===== src/rtl/cic_pkg.sv =====
// Shared CIC decimator parameters and helpers.
// Provides default widths, ratio, and the accumulator width function.
package cic_pkg;

  function automatic int cic_acc_w(int in_w, int n, int r);
    return in_w + n * $clog2(r);
  endfunction

  localparam int CIC_IN_W  = 16;
  localparam int CIC_OUT_W = 16;
  localparam int CIC_N     = 4;
  localparam int CIC_R     = 16;
  localparam int CIC_ACC_W = cic_acc_w(CIC_IN_W, CIC_N, CIC_R);

  typedef logic signed [CIC_ACC_W-1:0] cic_acc_t;

endpackage


===== src/rtl/cic_comb_stage.sv =====
// One CIC comb section (M=1): out = x - x_prev, advancing on in_v.
// Ports: clk, rst, in_v/in_d (input), out_v/out_d (registered output).
module cic_comb_stage
  import cic_pkg::*;
#(
  parameter int W = CIC_ACC_W
) (
  input  logic                clk,
  input  logic                rst,
  input  logic                in_v,
  input  logic signed [W-1:0] in_d,
  output logic                out_v,
  output logic signed [W-1:0] out_d
);

  logic signed [W-1:0] dly;

  always_ff @(posedge clk) begin
    if (rst) begin
      dly   <= '0;
      out_d <= '0;
      out_v <= 1'b0;
    end else begin
      out_v <= in_v;
      if (in_v) begin
        out_d <= in_d - dly;
        dly   <= in_d;
      end
    end
  end

endmodule


===== src/rtl/cic_decimator.sv =====
// N-stage CIC decimator by R with rounded, saturated OUT_W output.
// Ports: clk, rst, enable, data_in -> data_out, valid_out strobe.
module cic_decimator
  import cic_pkg::*;
#(
  parameter int IN_W  = CIC_IN_W,
  parameter int OUT_W = CIC_OUT_W,
  parameter int N     = CIC_N,
  parameter int R     = CIC_R,
  parameter int ACC_W = cic_acc_w(IN_W, N, R)
) (
  input  logic                    clk,
  input  logic                    rst,
  input  logic                    enable,
  input  logic signed [IN_W-1:0]  data_in,
  output logic signed [OUT_W-1:0] data_out,
  output logic                    valid_out
);

  localparam int CW = $clog2(R);
  localparam logic [ACC_W:0] HALF =
    (ACC_W+1)'(1) << (ACC_W - OUT_W - 1);

  logic signed [ACC_W-1:0] integ [N];
  logic [CW-1:0]           cnt;
  logic                    strobe;
  logic signed [ACC_W-1:0] dec_reg;
  logic                    dec_v;

  logic [N:0]              cv;
  logic [N:0][ACC_W-1:0]   cd;

  logic [ACC_W:0]          rnd;
  logic                    sat;

  for (genvar k = 0; k < N; k++) begin : g_int
    if (k == 0) begin : g_first
      always_ff @(posedge clk) begin
        if (rst)
          integ[k] <= '0;
        else if (enable)
          integ[k] <= integ[k] + ACC_W'(data_in);
      end
    end else begin : g_rest
      always_ff @(posedge clk) begin
        if (rst)
          integ[k] <= '0;
        else if (enable)
          integ[k] <= integ[k] + integ[k-1];
      end
    end
  end

  assign strobe = enable && (cnt == CW'(R - 1));

  always_ff @(posedge clk) begin
    if (rst) begin
      cnt     <= '0;
      dec_reg <= '0;
      dec_v   <= 1'b0;
    end else begin
      dec_v <= strobe;
      if (enable)
        cnt <= cnt + 1'b1;
      if (strobe)
        dec_reg <= integ[N-1];
    end
  end

  assign cv[0] = dec_v;
  assign cd[0] = dec_reg;

  for (genvar k = 0; k < N; k++) begin : g_comb
    cic_comb_stage #(
      .W (ACC_W)
    ) u_comb (
      .clk   (clk),
      .rst   (rst),
      .in_v  (cv[k]),
      .in_d  (cd[k]),
      .out_v (cv[k+1]),
      .out_d (cd[k+1])
    );
  end

  // Extra MSB keeps the +half rounding from wrapping; a result with
  // bit ACC_W clear but bit ACC_W-1 set overflowed the positive range.
  assign rnd = {cd[N][ACC_W-1], cd[N]} + HALF;
  assign sat = !rnd[ACC_W] && rnd[ACC_W-1];

  always_ff @(posedge clk) begin
    if (rst) begin
      data_out  <= '0;
      valid_out <= 1'b0;
    end else begin
      valid_out <= cv[N];
      if (cv[N])
        data_out <= sat ? {1'b0, {(OUT_W-1){1'b1}}}
                        : rnd[ACC_W-1 -: OUT_W];
    end
  end

endmodule


===== config.mk =====
export PLATFORM = sky130hd
export DESIGN_NAME = cic_decimator
export DESIGN_NICKNAME = d
export VERILOG_FILES = /design/src/rtl/cic_pkg.sv /design/src/rtl/cic_comb_stage.sv /design/src/rtl/cic_decimator.sv
export SDC_FILE = /design/constraint.sdc
export NUM_CORES = 1
export LEC_CHECK = 0
export CAP_MARGIN = 20
export CORE_MARGIN = 2
export CORE_UTILIZATION = 40
export CTS_BUF_LIST = sky130_fd_sc_hd__clkbuf_8
export CTS_CLUSTER_DIAMETER = 40
export DETAILED_ROUTE_END_ITERATION = 7
export GPL_ROUTABILITY_DRIVEN = 0
export PLACE_DENSITY = 0.52
export SLEW_MARGIN = 20
export SYNTH_ARGS = -nofsm -noshare
export SYNTH_HDL_FRONTEND = slang
export SYNTH_SLANG_ARGS = --single-unit
export TNS_END_PERCENT = 30

===== constraint.sdc =====
create_clock -name clk -period 3.7 [get_ports clk]
set_input_delay 0.555 -clock clk [delete_from_list [all_inputs] [get_ports clk]]
set_output_delay 0.555 -clock clk [all_outputs]
set_load 0.01 [all_outputs]

==> impl_metrics.toml <==
[run_status]
status = "completed"

[logic_synthesis]
synthFlopType = "dfxtp_1"
syn_area_per_cell_um2 = 8.69
synth_cell_types = 88
netlist_instances = 3179
ys_ff_latch = 427
syn_area_mm2 = 0.0276
async_flop_share = 0
synth-seq-area-share = 0.356
synthesis.nets = 3454
synth_edf_count = 128
yosysWarnings = 0

[timing]
slew_violations = 0
fin_crit_ns = 3.47
final.period_utilization = 0.938
slew_headroom = 0.449
tightest_slew_ns = 0.826
setup_viol = 0
fin_worst_skew_ns = 0.0299
max_clock_freq_mhz = 288
hold_viol = 0
setup-tns-final_ns = 0
rsz0062_at_grt = "false"

[die]
die_y_um = 267
die_area_mm2 = 0.0712
die_x_um = 267
start_util = 0.404
ios = 36
num_rows = 96
core_mm2 = 0.0685

[global_routing]
grt_max_degree = 137
grt_overflow_total = 0
grt_pass1_vias = 22284
grt_pass1_wl_um = 108000
antenna_found_initial = 1
grt_util_all_layers = 0.180

[cells_and_area]
syn_to_final_growth_pct = 12.0
reg_top3 = "g_comb.u_comb.dly: 128 flops, integ: 128 flops, g_comb.u_comb.out_d: 113 flops"
final_nets = 3495
nFillCells = 6617
drive_gt1_frac = 0.0692

[drt]
drtAntennaViolNets = 0
drc = 0
drt-initial-drc-count = 874
avgRoutedWirePerCell_um = 15.3
num_vias = 22462
avgViaCountPerCell = 5.38
wl_um = 63900
drt_pre_antenna_iters = 5

[critical_path]
r2r_slack_ns = 0.23
cp-end-kind = "register"
worstPathRequired_ns = 4.21
reg2reg_depth = 11
critPathKind = "reg2reg"
cp-start-kind = "register"
r2r-end = "integ[2][28]$_SDFFCE_PN0P_"
worstPathArrival_ns = 3.98
cp_max_fo = 5
rr_startpoint = "integ[1][0]$_SDFFCE_PN0P_"

[clock_network]
clk_latency_ns = 0.67
numCtsBuffers = 95
cts_hold_buf = 0
htree_levels = 3
clock_path_buffers = 3
cts_root_buffer = "clkbuf_8"
numClockSinks = 427
cts_tree = "done"
cts.reportedPaths.clkPinSlew_ns = 0.06

[worst_hold_path]
min_from = "rst"
hold_path_depth = 2
holdPathEnd = "cnt[3]$_SDFFE_PP0P_"
hp-class = "in2reg"

[flow_run]
maxCapViolCount = 0

[pwr]
power_density_mw_per_mm2 = 408
p_total_mw = 12.6
max-vdd-ir-drop_mv = 0.242
p_leak_nw = 12.6

[place]
portBuffers = 35
hpwlAfterDp_um = 46800
-- synth_stat cells (61+ instances only) --
library cell | count | share of area
a21o_1 | 111 | 0.030
dfxtp_1 | 299 | 0.22
xor2_1 | 88 | 0.028
edfxtp_1 | 128 | 0.14
inv_1 | 179 | 0.024
nor2_1 | 421 | 0.057
xnor2_1 | 109 | 0.035
o21ai_0 | 141 | 0.026
a21oi_1 | 266 | 0.048
nand3_1 | 61 | 0.011
mux2i_1 | 188 | 0.068
clkbuf_1 | 104 | 0.014
ha_1 | 249 | 0.11
nand2_1 | 229 | 0.031
-- cells by family after synthesis --
group                    count (synthesis)  synth area share
multiplexers                           191            0.0693
AO/OA/AOI/OAI                          823             0.192
buffers and inverters                  313            0.0443
AND/OR/NAND/NOR                        972             0.158
flip-flops                             427             0.356
adder cells (fa/ha/maj)                256             0.118
XOR/XNOR                               197            0.0624
-- layer usage --
layer | up-vias | part of all wire | global-route usage
met2 | 394 | 0.49 | 0.322
li1 | 11497 | - | -
met1 | 10415 | 0.45 | 0.216
met3 | 156 | 0.032 | 0.0297
met5 | - | 0 | 0
met4 | 0 | 0.034 | 0.0671
-- stage by stage --
step,hold WS [ns],setup slack (ns),std cells,area (um^2),utilization
6_report,0.308,0.228,4177,30900,0.452
5_1_grt,0.302,0.0352,4176,30900,0.452
4_1_cts,0.255,0.232,4175,30900,0.452
3_5_place_dp,0.460,-0.277,4005,29000,0.423
3_3_place_gp,0.462,-0.309,4005,29000,0.423
2_1_floorplan,0.449,0.378,3179,27600,-
-- worst max-delay path, cell delays in order (launching register included) --
cell       delay (ns)
edfxtp_1         0.41
ha_1             0.25
fa_1             0.43
a21o_1           0.21
a221o_2          0.38
a21oi_4          0.20
nor2b_2          0.07
o41a_4           0.40
a221o_1          0.34
a21oi_2          0.26
o2111ai_1        0.17
a31oi_1          0.18
-- worst max-delay path by stage --
stage,startpoint,to,slack (ns),cells past startpoint
floorplan,rst,integ[0][0]$_SDFFCE_PN0P_,0.38,4
global placement,data_in[0],integ[0][30]$_SDFFCE_PN0P_,-0.31,13
detailed placement,data_in[0],integ[0][30]$_SDFFCE_PN0P_,-0.28,13
CTS,integ[1][0]$_SDFFCE_PN0P_,integ[2][28]$_SDFFCE_PN0P_,0.23,11
global route,integ[0][0]$_SDFFCE_PN0P_,integ[0][30]$_SDFFCE_PN0P_,0.04,12
finish,integ[1][0]$_SDFFCE_PN0P_,integ[2][28]$_SDFFCE_PN0P_,0.23,11
-- power by group --
| group | total (mW) | internal, mW | switching (mW) | leakage [nW] |
|---|---|---|---|---|
| combinational | 2.02 | 0.839 | 1.18 | 7.64 |
| clock | 5.43 | 3.19 | 2.24 | 1.09 |
| sequential | 5.18 | 5.04 | 0.140 | 3.82 |
-- layout make-up --
type | instances | area [um^2] | area share
Antenna cell | 2 | 5.00 | 0.000162
Sequential cell | 427 | 9840 | 0.318
Tap cell | 882 | 1100 | 0.0357
Clock buffer | 106 | 1460 | 0.0471
Inverter | 179 | 672 | 0.0217
Timing Repair Buffer | 78 | 753 | 0.0243
Clock inverter | 64 | 515 | 0.0167
Multi-Input combinational cell | 2439 | 16600 | 0.536
-- cell usage in the layout, fill, tap and decap left out, drive strengths merged, types with 34 or more instances in the layout --
cell type        n
nor3            54
a21oi          268
clkdlybuf4s50   34
a21o           113
inv            209
o21bai          34
nand2          229
buf             44
a211oi          50
nor2           421
xor2            88
ha             249
o21ai          143
mux2i          188
dfxtp          299
nand3           61
xnor2          109
edfxtp         128
clkbuf         106
nand4           40
nand2b          47
-- what timing repair did --
| action | CTS | global route |
|---|---|---|
| resized for setup | 0 | 3 |
| setup buffers | 0 | 0 |
| endpoints found under the setup margin | 0 | 4 |
Note: power is estimated with default switching activity, not from simulation.
